<file path="src/rtl/rtc_bus_arbiter.sv">
// rtl/rtc_bus_arbiter.sv - four-way arbiter in front of the shared RTC bus transaction engine
// Define RTC_ARB_RR_EN for round-robin among requesters 1-3; requester 0 always wins.
module rtc_bus_arbiter #(
  parameter int AW          = 8,
  parameter int DW          = 8,
  parameter int TIMEOUT_CYC = 255
) (
  input  logic            clk,
  input  logic            reset,
  input  logic [3:0]      req,
  input  logic [3:0]      req_lock,
  input  logic [3:0]      req_we,
  input  logic [4*AW-1:0] req_addr,
  input  logic [4*DW-1:0] req_wdata,
  output logic [3:0]      gnt,
  output logic [3:0]      ack,
  output logic [DW-1:0]   rdata,
  output logic            err,
  output logic            txn_start,
  output logic            txn_we,
  output logic [AW-1:0]   txn_addr,
  output logic [DW-1:0]   txn_wdata,
  input  logic            txn_busy,
  input  logic            txn_done,
  input  logic [DW-1:0]   txn_rdata
);

  typedef enum logic [1:0] {IDLE, ISSUE, WAIT} state_e;

  localparam logic [7:0] TMO_LAST = 8'(TIMEOUT_CYC);

  state_e        state_q;
  logic [1:0]    idx_q;
  logic [3:0]    gnt_q;
  logic [3:0]    ack_q;
  logic [DW-1:0] rdata_q;
  logic          err_q;
  logic          start_q;
  logic          we_q;
  logic [AW-1:0] addr_q;
  logic [DW-1:0] wdata_q;
  logic [7:0]    tmo_q;
  logic [7:0]    tmo_d;

  logic          win_vld;
  logic [1:0]    win_idx;
  logic [1:0]    lat_idx;
  logic          lat_we;
  logic [AW-1:0] lat_addr;
  logic [DW-1:0] lat_wdata;
  logic          burst;

`ifdef RTC_ARB_RR_EN
  logic [1:0] rr_ptr_q;
  logic [1:0] rr_first;
  logic [2:0] cand;

  // Walk the ring backwards so the candidate closest to rr_first is assigned last and wins.
  always_comb begin
    win_vld  = |req;
    win_idx  = 2'd0;
    rr_first = (rr_ptr_q == 2'd3) ? 2'd1 : rr_ptr_q + 2'd1;
    cand     = 3'd0;
    if (!req[0]) begin
      for (int k = 2; k >= 0; k--) begin
        cand = {1'b0, rr_first} + 3'(k);
        if (cand > 3'd3) cand = cand - 3'd3;
        if (req[cand[1:0]]) win_idx = cand[1:0];
      end
    end
  end
`else
  always_comb begin
    win_vld = |req;
    win_idx = 2'd0;
    if (!req[0]) begin
      for (int k = 3; k >= 1; k--) begin
        if (req[k]) win_idx = 2'(k);
      end
    end
  end
`endif

  // In WAIT the only possible latch is a burst re-latch of the current owner.
  always_comb begin
    lat_idx   = (state_q == WAIT) ? idx_q : win_idx;
    lat_we    = req_we[lat_idx];
    lat_addr  = req_addr[lat_idx*AW +: AW];
    lat_wdata = req_wdata[lat_idx*DW +: DW];
    burst     = req_lock[idx_q] && req[idx_q];
    tmo_d     = tmo_q + 8'd1;
  end

  always_ff @(posedge clk) begin
    if (reset) begin
      state_q  <= IDLE;
      idx_q    <= 2'd0;
      gnt_q    <= 4'd0;
      ack_q    <= 4'd0;
      rdata_q  <= '0;
      err_q    <= 1'b0;
      start_q  <= 1'b0;
      we_q     <= 1'b0;
      addr_q   <= '0;
      wdata_q  <= '0;
      tmo_q    <= 8'd0;
`ifdef RTC_ARB_RR_EN
      rr_ptr_q <= 2'd0;
`endif
    end else begin
      start_q <= 1'b0;
      ack_q   <= 4'd0;
      err_q   <= 1'b0;
      case (state_q)
        IDLE: begin
          if (win_vld && !txn_busy) begin
            idx_q   <= win_idx;
            gnt_q   <= 4'b0001 << win_idx;
            we_q    <= lat_we;
            addr_q  <= lat_addr;
            wdata_q <= lat_wdata;
            start_q <= 1'b1;
            state_q <= ISSUE;
`ifdef RTC_ARB_RR_EN
            if (win_idx != 2'd0) rr_ptr_q <= win_idx;
`endif
          end
        end
        ISSUE: begin
          tmo_q   <= 8'd0;
          state_q <= WAIT;
        end
        WAIT: begin
          if (txn_done) begin
            ack_q <= gnt_q;
            if (!we_q) rdata_q <= txn_rdata;
            if (burst) begin
              we_q    <= lat_we;
              addr_q  <= lat_addr;
              wdata_q <= lat_wdata;
              start_q <= 1'b1;
              state_q <= ISSUE;
            end else begin
              gnt_q   <= 4'd0;
              state_q <= IDLE;
            end
          end else begin
            tmo_q <= tmo_d;
            if (tmo_d == TMO_LAST) begin
              err_q   <= 1'b1;
              gnt_q   <= 4'd0;
              state_q <= IDLE;
            end
          end
        end
        default: state_q <= IDLE;
      endcase
    end
  end

  assign gnt       = gnt_q;
  assign ack       = ack_q;
  assign rdata     = rdata_q;
  assign err       = err_q;
  assign txn_start = start_q;
  assign txn_we    = we_q;
  assign txn_addr  = addr_q;
  assign txn_wdata = wdata_q;

endmodule

</file>
<file path="config.mk">
export PLATFORM = sky130hd
export DESIGN_NAME = rtc_bus_arbiter
export DESIGN_NICKNAME = d
export VERILOG_FILES = /design/src/rtl/rtc_bus_arbiter.sv
export SDC_FILE = /design/constraint.sdc
export NUM_CORES = 1
export LEC_CHECK = 0
export BUFFER_PORTS_ARGS = -buffer_cell sky130_fd_sc_hd__buf_2
export CORE_MARGIN = 4
export CORE_UTILIZATION = 42
export CTS_CLUSTER_DIAMETER = 50
export DETAILED_ROUTE_END_ITERATION = 6
export HOLD_SLACK_MARGIN = 0.15
export PLACE_DENSITY = 0.76
export SLEW_MARGIN = 10
export SYNTH_ARGS = -nofsm -noshare
export SYNTH_HDL_FRONTEND = slang
export SYNTH_SLANG_ARGS = --single-unit
</file>
<file path="constraint.sdc">
create_clock -name clk -period 1.8 [get_ports clk]
set_input_delay 0.36 -clock clk [delete_from_list [all_inputs] [get_ports clk]]
set_output_delay 0.36 -clock clk [all_outputs]
set_load 0.005 [all_outputs]
</file>
==> metrics list, run 1 <==
* Run status: finished with violations
- The final reports fail on setup timing.
- The number of nets handed over by synthesis was 392.
- The initial antenna violation count was 0.
* Arrival time at the worst endpoint: roughly 2 ns
* Vias in the first global route: roughly 2700
* Worst hold path class: input pin to flop
- Least setup slack across all paths after layout: -0.00779 ns
- Clock-pin slew was measured on the worst setup and hold paths at 0.09 ns.
- Horiz. Die Dim: just under 90 um
- The final number of hold-violating endpoints is 0.
* Worst Path Required: between 1.5 and 2 ns
- Sequential elements use 36.3% of the synthesized area.
* Share of power burned in registers: between 40% and 50%
- I/O pin total: approximately 120
- The library cell used most frequently in the layout, excluding fill and tap cells, is buf_2.
- Counting the buffers created by CTS gives 5.
* Number of enable flip-flop cells after synthesis: 0
- Walking the worst path, the cells encountered are nor2b_4 -> or4_4 -> and2_4 -> a211o_1 -> a32o_1.
- Most frequent cells in the layout: buf_2, dfxtp_1, and3_1
* Avg Synthesized Cell Area: 8.58 um2
* Library cells used by synthesis: 43
- After layout, the worst path uses 100% of the clock period.
- Switching part of the total power: about 28%
* Max transition margin: a little under two thirds
- In the synthesized netlist the async set-or-reset flop fraction comes to 0%.
- Number of clock sinks: 47
- Across the run, the number of max-cap violations was 0.
- Fraction of the core area covered by cells at the end of the flow: between 60% and 70%
- For this design the static power due to leakage is roughly 0.0018 uW.
- Finished Layout Cells: 513
- Slew @ Worst Pin: roughly 0.55 ns
* Chip height: 86.5 um
- The clock network accounts for between 20% and 30% of the total power.
- Starting density of the core: between 40% and 50%
* # diodes: 0
- Remaining DRCs: 0
- Power density over the cells: 660 nW/um2
- Placeable core region: 5960 um2
- The worst register-to-register path has a depth of 5.
* Pint: between 1500 and 2000 uW
- CTS H-tree depth: 2
* Category of the worst setup path launch point: flop
- In this run the worst path has a maximum fanout of 8.
* Switching component of the power: between 600 and 700 uW
* Non-Filler Cell Area, Final: 3570 um2
* Most common flop cell mapped by yosys: dfxtp_1
- TritonCTS built the clock tree.
- Row generation in the floorplan step produced 28 rows.
- Hold buffer count at cts: 0
* Largest area contributor in the netlist: dfxtp_1
* Shortest clock period the worst path allows after layout: roughly 1.8 ns
- VDD sags by at most 0.418 mV.
* Count of warnings emitted by yosys: 0
* Max frequency: about 550 MHz
- Synthesized cell area: ~2600 um2
- Share of Yosys cell area claimed by the top area cell type: between 30 and 40%
* Type of destination of the critical path: flop
- Final Setup Violations: 1
- The detail route stage leaves a number of antenna-violating nets equal to 0.
* Area overhead of the layout relative to synthesis: 37.9%
- Counting buffers and inverters, the worst setup path is 5 cells deep.
- Together, buffers and inverters on the worst path number 0.
- At the end of the flow, the number of nets in the layout was 527.
* Later-pin clock latency in the skew report: about 0.3 ns
- The pre-antenna-repair detailed-routing pass consisted of 4 iterations.
- Number of fillers in the final layout: approximately 530
* CP Class: flop to flop
* Gate Count Post-Synth: 302
- Post-DP HPWL: around 6.2 mm
* Area of the die: ~7500 um2
* Post-place instance area: roughly 3400 um2
- Grouping stages by cell kind, the critical path spends the most delay in simple AND/OR/NAND/NOR gates.
* Clock root buffer: clkbuf_8
- Global routing consumed, over all layers together, 21.5% of the routing resources.
- The first global-routing pass estimated around 13 mm of wire.
- Largest stage delay, worst path: roughly 0.52 ns
- Total length of routed wires: around 8 mm
- Count of pins over their slew limit: 0
- Worst hold margin: a little under 0.3 ns
- Total vias in the final route: 2876
* Highest-delay cell along the critical path: or4_4
* CTS Buffer Depth: 2
* Wirelength per Cell: about 16 um
- Vias per Instance: 5.61
- During placement, the flow inserted port buffers numbering between 100 and 150.
- Hold path cells: 3
* Setup repair after global routing missed its margin: yes
* Cell count after placement: roughly 500
- Ratio of cells with drive above 1 in the final layout: between 40 and 50%
- Largest net degree at the start of global routing: 35
* Global route overflow: 0
* Synth area leaders: dfxtp_1, a211o_1, and3_1, a32o_1, nand2_1
- Worst Clk Skew: between 0.009 and 0.01 ns
- Logic pwr share: about a quarter
- GP Congestion: 0.899
- Starting DRT DRC Count: approximately 140
* FF+latch count, synth: 47
[tightest hold or removal path, stage by stage]
cell     delay [ns]
buf_2          0.09
nand2_1        0.05
a21oi_1        0.05
[cells by family (layout without fill, tap and decap cells)]
kind of cell             count (synthesis)  in the layout  synth area share (%)
AO/OA/AOI/OAI                           93             94                  28.5
XOR/XNOR                                 2              2                 0.676
adder cells (fa/ha/maj)                  2              2                 0.966
buffers and inverters                   36            170                  6.57
flip-flops                              47             47                  36.3
multiplexers                             4              4                  2.12
AND/OR/NAND/NOR                        118            119                  24.9
[power groups by stage]
stage          Combinational (uW)  Sequential, uW  Clock (uW)
5_1_grt                       608            1130         740
3_5_place_dp                  529            1150           0
6_report                      553            1130         677
3_3_place_gp                  523            1150           0
4_1_cts                       538            1130         693
2_1_floorplan                 290            1140           0
[cell type report]
class                           count  area, um2  share of cell area [%]
Multi-Input combinational cell    221       1530                    42.9
Sequential cell                    47        945                    26.4
Timing Repair Buffer              152        865                    24.2
Tap cell                           75       93.8                    2.63
Clock buffer                        6       82.6                    2.31
Inverter                           10       37.5                    1.05
Clock inverter                      2       16.3                   0.455
[layer usage]
metal / track usage, % / part of all wire (%) / wire (um) / up-vias
met5: 0 / 0 / 0 / -
met4: 5.81 / 1.2 / 96 / 0
met3: 5.04 / 8.4 / 689 / 9
met2: 37.7 / 50 / 4130 / 114
met1: 26.4 / 40 / 3320 / 1348
li1: - / - / - / 1405
[cell usage after synthesis (2+ instances only)]
master,number
a32oi_1,4
a21o_1,2
nor3b_1,2
buf_1,4
o21ai_0,15
nand2_1,30
a22oi_1,3
nand2b_1,3
or4_4,2
nor2b_1,3
nor3_1,8
nor2_1,17
nand4_1,3
clkbuf_1,16
ha_1,2
mux2_2,2
a21oi_1,12
a32o_1,17
a211o_1,34
inv_1,10
dfxtp_1,47
nand3_1,4
nor4_1,3
buf_6,4
and3_1,37
[path summary, 6_finish.rpt]
kind | slack [ns] | endpoint | startpoint
min reg2reg | 0.47 | ack[1]$_SDFF_PP0_ | gnt[1]$_SDFFE_PP0P_
min | 0.30 | rdata[5]$_SDFFE_PP0P_ | txn_rdata[5]
max | -0.008 | txn_addr[6]$_SDFFE_PP0P_ | state_q[1]$_SDFFE_PP0P_
max reg2reg | -0.008 | txn_addr[6]$_SDFFE_PP0P_ | state_q[1]$_SDFFE_PP0P_
[registers in the layout, summed over array words and instances, names as in the netlist]
signal	count
rdata	8
tmo_q	8
txn_addr	8
err	1
gnt	4
state_q	2
txn_we	1
txn_start	1
txn_wdata	8
idx_q	2
ack	4
[through the flow]
step	worst slack, ns	total power [uW]	TNS (ns)
after floorplan	-0.148	1430	-1.64
after global placement	-0.108	1670	-1.76
after detailed placement	-0.163	1680	-2.52
after CTS	-0.00474	2360	-0.00624
after global routing	-0.0423	2480	-0.174
final	-0.00779	2360	-0.00779
[repair_timing]
item / in CTS / in global routing
gates cloned: 1 / 1
pin swaps: 0 / 2
setup endpoints to repair: 12 / 22
setup buffers: 0 / 1
gates resized for setup: 2 / 9
Power figures use the tool's default switching activity.
==> run 2, diff against run 1 <==
--- a/config.mk
+++ b/config.mk
@@ -12,6 +12,7 @@
 export DETAILED_ROUTE_END_ITERATION = 6
 export HOLD_SLACK_MARGIN = 0.15
 export PLACE_DENSITY = 0.76
+export RECOVER_POWER = 50
 export SLEW_MARGIN = 10
 export SYNTH_ARGS = -nofsm -noshare
 export SYNTH_HDL_FRONTEND = slang
==> run 2 against run 1 <==
  * The run still ends with setup timing left
  * Cell count did not move
  * Sequential cell count stayed put
  * Maximum frequency fell by 0.12%
  * Global-route usage is the same
==> metrics list, run 2 (synthesis results as in run 1) <==
- Run status: finished with violations (unchanged)
- Violations in the final reports: setup timing (unchanged)
- Largest stage delay, worst path: 0.52 ns (about the same)
* Setup repair after global routing missed its margin: yes (unchanged)
* NumNets Final: 527 (unchanged)
* Max transition margin: 62.2% (was 63.5%)
- The maximum number of pins on one net before global-route repair was 35 (unchanged).
- Clock-pin slew of the registers on the worst-case setup and hold paths: 0.09 ns (about the same)
- Count of buffers inserted at the top-level ports: 122 (unchanged)
- The boundary pin count was 123 (unchanged).
- The die outline height was 86.5 um (unchanged).
- The detailed-route wire length is 8.27 mm (was 8.23 mm).
* CTS tree: done (unchanged)
- The final number of hold-violating endpoints was 0 (unchanged).
- Starting DRT DRC Count: 165 (was 143)
* Most frequent cells in the layout: buf_2, dfxtp_1, and3_1 (unchanged)
* Top delay family on crit path: simple AND/OR/NAND/NOR gates (unchanged)
* Max frequency: 553 MHz (about the same)
- The count of endpoints failing setup in the final report came to 1 (unchanged).
- The residual antenna-violating net count after detailed routing is 0 (unchanged).
- Cell breakdown of the critical path: nor2b_4 -> or4_4 -> and2_4 -> a211o_1 -> a32o_1 (unchanged)
- The number of buffers and inverters on the critical path was 0 (unchanged).
- Global route overflow: 0 (unchanged)
- Cell count after placement: 502 (unchanged)
* CTS H-tree depth: 2 (unchanged)
* GP Congestion: 0.899 (unchanged)
- Least setup slack across all paths after layout: -0.00993 ns (was -0.00779 ns)
- Type of destination of the critical path: flop (unchanged)
- The peak ir drop on the vdd network was 0.419 mV (was 0.418 mV).
* CTS Buffer Depth: 2 (unchanged)
- CP Class: flop to flop (unchanged)
* Part of the cycle the worst path needs: 101% (was 100%)
* Area of the die: 7490 um2 (unchanged)
- The most common cell after layout, fill and taps aside is buf_2 (unchanged).
- The total power consumption of the routed design came to 2350 uW (was 2360 uW).
- Total vias in the final route: 2891 (was 2876)
- Remaining DRCs: 0 (unchanged)
- The number of antenna cells inserted was 0 (unchanged).
- Number of cell rows: 28 (unchanged)
- The final core utilization came to 59.5% (was 60.0%).
- Starting density of the core: 43.5% (unchanged)
- Finished Layout Cells: 513 (unchanged)
* Total GRT Usage: 21.5% (unchanged)
- The maximum fanout along the worst path came to 8 (unchanged).
- Number of antenna violations at the first check in global routing: 0 (unchanged)
- Ratio of cells with drive above 1 in the final layout: 35.6% (was 41.3%)
- The type of the tightest min-delay check is input pin to flop (unchanged).
- Category of the worst setup path launch point: flop (unchanged)
- The worst-skew pair later-pin latency came to 0.30 ns (about the same).
- The clock net sink count came to 47 (unchanged).
- Power density over the cells: 664 nW/um2 (was 660 nW/um2)
- The die width came to 86.5 um (unchanged).
- The length of the first detailed-routing pass in iterations came to 4 (unchanged).
- The count of hold-fix buffers inserted at cts came to 0 (unchanged).
- The detailed-route vias per instance came to 5.64 (was 5.61).
- The placed wire-length estimate after detailed placement is 6.17 mm (unchanged).
- Placeable core region: 5960 um2 (unchanged)
- Worst Path Required: 1.99 ns (about the same)
* Arrival time at the worst endpoint: 2.00 ns (about the same)
- Cts bufs inserted: 5 (unchanged)
- Number of maximum-capacitance constraint violations: 0 (unchanged)
- The signed area change from the synthesized netlist to the final layout came to 36.7% (was 37.9%).
* Clock root buffer: clkbuf_8 (unchanged)
- The via count of the first global-routing pass came to 2744 (unchanged).
* First-pass GRT wire length: 13.0 mm (unchanged)
- Wirelength per Cell: 16.1 um (was 16.0 um)
- Shortest clock period the worst path allows after layout: 1.81 ns (about the same)
- The transition time of the tightest slew-check pin was 0.565 ns (was 0.545 ns).
- The cell at the slowest stage of the critical path is or4_4 (unchanged).
- Count of pins over their slew limit: 0 (unchanged)
- Pleak: 0.00165 uW (was 0.00175 uW)
* Worst Clk Skew: 0.0116 ns (was 0.00993 ns)
-- run 2: cell count changes in the layout (fill, tap and decap cells not counted), sizes merged --
cell	previous run	this run
buf	152	127
clkbuf	6	31
-- run 2: final cells by class --
class | instances | area [um2]
Tap cell | 75 | 93.8
Multi-Input combinational cell | 221 | 1530
Timing Repair Buffer | 152 | 833
Sequential cell | 47 | 945
Inverter | 10 | 37.5
Fill cell | 550 | 2410
Clock buffer | 6 | 82.6
Clock inverter | 2 | 16.3
-- run 2: path summary, 6_finish.rpt --
check,start,end,slack [ns],cells after the start
max,state_q[1]$_SDFFE_PP0P_,txn_addr[6]$_SDFFE_PP0P_,-0.01,5
min,txn_rdata[5],rdata[5]$_SDFFE_PP0P_,0.30,3
max reg2reg,state_q[1]$_SDFFE_PP0P_,txn_addr[6]$_SDFFE_PP0P_,-0.01,5
min reg2reg,gnt[1]$_SDFFE_PP0P_,ack[1]$_SDFF_PP0_,0.47,2
-- run 2: worst register-to-register path, cell delays in order, from the launching register on --
cell and delay [ns]:
dfxtp_2 0.34, nor2b_4 0.13, or4_4 0.52, and2_4 0.20, a211o_1 0.27, a32o_1 0.25
-- run 2: power breakdown --
part	internal [uW]	switching (uW)	total [uW]	leakage, uW
combinational	282	264	546	0.00122
sequential	1090	36.1	1130	0.000384
clock	314	364	678	0.0000474
total	1690	664	2350	0.00165
-- run 2: routing by layer --
metal | share of wire, % | global-route usage (%)
met1 | 41 | 26.4
met2 | 50 | 37.7
met3 | 8.2 | 5.04
met4 | 1.2 | 5.81
met5 | 0 | 0
-- run 2: repair_timing --
action / CTS / global route
setup endpoints to repair: 12 / 22
endpoints found under the hold margin: 0 / 0
buffers inserted: 0 / 1
resized for setup: 2 / 9
cloned: 1 / 1
pin swaps: 0 / 2
-- run 2: metrics by stage --
stage | setup WS [ns] | cell area (um2) | hold slack [ns] | TNS (ns)
after detailed placement | -0.163 | 3410 | 0.452 | -2.52
after global routing | -0.0423 | 3540 | 0.288 | -0.174
after CTS | -0.00474 | 3520 | 0.282 | -0.00624
after global placement | -0.108 | 3410 | 0.442 | -1.76
after floorplan | -0.148 | 2590 | 0.449 | -1.64
final | -0.00993 | 3540 | 0.295 | -0.00993
==> run 3, diff against run 2 <==
--- a/config.mk
+++ b/config.mk
@@ -6,12 +6,14 @@
 export NUM_CORES = 1
 export LEC_CHECK = 0
 export BUFFER_PORTS_ARGS = -buffer_cell sky130_fd_sc_hd__buf_2
+export CELL_PAD_IN_SITES_DETAIL_PLACEMENT = 0
+export CELL_PAD_IN_SITES_GLOBAL_PLACEMENT = 1
 export CORE_MARGIN = 4
-export CORE_UTILIZATION = 42
+export CORE_UTILIZATION = 30
 export CTS_CLUSTER_DIAMETER = 50
 export DETAILED_ROUTE_END_ITERATION = 6
 export HOLD_SLACK_MARGIN = 0.15
-export PLACE_DENSITY = 0.76
+export PLACE_DENSITY_LB_ADDON = 0.1
 export RECOVER_POWER = 50
 export SLEW_MARGIN = 10
 export SYNTH_ARGS = -nofsm -noshare
==> run 3 against run 2 <==
  * The run now ends clean
  * Largest cell class unchanged
  * Largest power group unchanged
  * Register-to-register slack about the same
  * Clock-buffer cell count down 1
  * Die area up 36%
  * Sequential power about the same
  * Critical path depth unchanged
  * Via count down 4.2%
  * Highest routed layer unchanged
  * Clock power up 18%
==> metrics list, run 3 (synthesis results as in run 1) <==
- Run status: completed (was finished with violations).
- The clock tree from TritonCTS was done (unchanged).
* Final Setup Violations: 0 (was 1)
- The global-route congestion overflow total was 0 (unchanged).
* Logic pwr share: 22.4% (was 23.2%)
- I/O pin total: 123 (unchanged)
- The clock tree root buffer cell is clkbuf_8 (unchanged).
* NumNets Final: 523 (was 527)
- The length of the first detailed-routing pass in iterations was 4 (unchanged).
* Area overhead of the layout relative to synthesis: 39.5% (was 36.7%)
- The number of vias after detailed routing came to 2770 (was 2891).
- Chip height: 101 um (was 86.5 um)
- Wirelength per Cell: 16.0 um (was 16.1 um)
- The area of the core was 8300 um2 (was 5960 um2).
- CTS H-tree depth: 2 (unchanged)
* Power density over the cells: 686 nW/um2 (was 664 nW/um2)
* Number of antenna violations at the first check in global routing: 0 (unchanged)
- Buffer count from post-CTS setup fixing: 0 (unchanged)
- The maximum fanout along the worst path was 8 (unchanged).
* First-pass GRT wire length: 13.2 mm (was 13.0 mm)
- The final number of hold-violating endpoints came to 0 (unchanged).
- The clock net sink count was 47 (unchanged).
* Starting DRT DRC Count: 89 (was 165)
* Horiz. Die Dim: 101 um (was 86.5 um)
* Share of power burned in registers: 45.4% (was 48.0%)
- The startpoint class of the critical path is a flop (unchanged).
* Worst hold path class: input pin to flop (unchanged)
- The starting density of the core was 31.2% (was 43.5%).
- The peak ir drop on the vdd network is 0.310 mV (was 0.419 mV).
- Part of the cycle the worst path needs: 100% (was 101%)
- Setup repair after global routing missed its margin: yes (unchanged)
- The most common cell after layout, fill and taps aside is buf_2 (unchanged).
* Post-detailed-route count of antenna-violating nets: 0 (unchanged)
- The final cell count without fillers was 539 (was 513).
* Vias in the first global route: 2711 (was 2744)
- Slew @ Worst Pin: 0.406 ns (was 0.565 ns)
- Switching part of the total power: 27.2% (was 28.2%)
- The worst relative slew slack is 72.7% (was 62.2%).
* Ratio of cells with drive above 1 in the final layout: 40.3% (was 35.6%)
- Number of cell rows: 33 (was 28)
* Cell count after placement: 527 (was 502)
* Remaining DRCs: 0 (unchanged)
- The leakage power summed over all cells is 0.00175 uW (was 0.00165 uW).
- The type of element capturing the critical path is a flop (unchanged).
* Worst hold margin: 0.279 ns (was 0.295 ns)
- The number of antenna cells inserted was 0 (unchanged).
* Largest net degree at the start of global routing: 35 (unchanged)
* Max frequency: 556 MHz (was 553 MHz)
- Later-pin clock latency in the skew report: 0.30 ns (about the same)
* CTS Buffer Depth: 2 (unchanged)
* Most frequent cells in the layout: buf_2, dfxtp_1, and3_1 (unchanged)
- Worst Clk Skew: 0.0104 ns (was 0.0116 ns)
- The overall global routing resource usage is 16.0% (was 21.5%).
- The required time reported for the critical path endpoint came to 2.00 ns (was 1.99 ns).
* Cts bufs inserted: 5 (unchanged)
* Switching component of the power: 675 uW (was 664 uW)
- Fraction of the core area covered by cells at the end of the flow: 43.6% (was 59.5%)
- The detailed-route vias per instance was 5.14 (was 5.64).
- The detailed-route wire length was 8.61 mm (was 8.27 mm).
- Count of pins over their slew limit: 0 (unchanged)
- Clock Power Share: 32.1% (was 28.8%)
- GP Congestion: 0.837 (was 0.899)
* Clock-pin slew of the registers on the worst-case setup and hold paths: 0.10 ns (was 0.09 ns)
* Area of the die: 10200 um2 (was 7490 um2)
- The internal power contribution came to 1800 uW (was 1690 uW).
- Count of buffers inserted at the top-level ports: 122 (unchanged)
- The count of max-cap constraint violations came to 0 (unchanged).
- The placed wire-length estimate after detailed placement was 6.02 mm (was 6.17 mm).
- Shortest clock period the worst path allows after layout: 1.80 ns (was 1.81 ns)
- Arrival time at the worst endpoint: 2.00 ns (about the same)
- The count of hold-fix buffers inserted at cts is 0 (unchanged).
- The worst setup path category is flop to flop (unchanged).
## run 3: per-layer routing
layer / GRT usage [%] / part of all wire (%) / routed length (um)
met1: 21.6 / 46 / 3960
met2: 25.7 / 46 / 3940
met3: 3.53 / 6.9 / 598
met4: 4.70 / 1.3 / 108
met5: 0 / 0 / 0
## run 3: path summary, 6_finish.rpt
kind                            depth (start not counted)  slack, ns                        to                     from
worst max-delay path                                    5     0.0007  txn_addr[7]$_SDFFE_PP0P_  state_q[1]$_SDFFE_PP0P_
worst min-delay path                                    3       0.28     rdata[5]$_SDFFE_PP0P_             txn_rdata[5]
worst max register to register                          5     0.0007  txn_addr[7]$_SDFFE_PP0P_  state_q[1]$_SDFFE_PP0P_
worst min register to register                          2       0.47         ack[0]$_SDFF_PP0_      gnt[0]$_SDFFE_PP0P_
## run 3: per-stage QoR
stage,total power (uW),setup WS (ns),TNS (ns),instance area (um2)
floorplan,1430,-0.148,-1.64,2590
global placement,1690,-0.145,-2.39,3430
detailed placement,1690,-0.174,-2.84,3430
CTS,2510,-0.0000220,-0.0000220,3570
global route,2630,-0.0437,-0.195,3610
finish,2480,0.000654,0,3610
## run 3: cell type report
class	instances	area, um2
fillers	866	4680
clock inverters	3	47.5
repair buffers	146	843
multi-input cells	223	1540
well taps	105	131
inverters	10	37.5
flip-flops and latches	47	945
clock buffers	5	68.8
## run 3: worst max-delay path, cell delays in order (launching register included)
cell     delay [ns]
dfxtp_2        0.35
nor2b_4        0.14
or4_4          0.53
and2_4         0.21
a211o_1        0.23
a32o_1         0.25
## run 3: power groups by stage
stage | Clock, uW | Sequential, uW | Combinational, uW
2_1_floorplan | 0 | 1140 | 290
3_3_place_gp | 0 | 1150 | 538
3_5_place_dp | 0 | 1150 | 535
4_1_cts | 836 | 1130 | 546
5_1_grt | 881 | 1130 | 615
6_report | 797 | 1130 | 556
## run 3: repair_timing
item                       4_1_cts  5_1_grt
resized for setup                3        7
cloned                           1        3
setup endpoints to repair       17       21
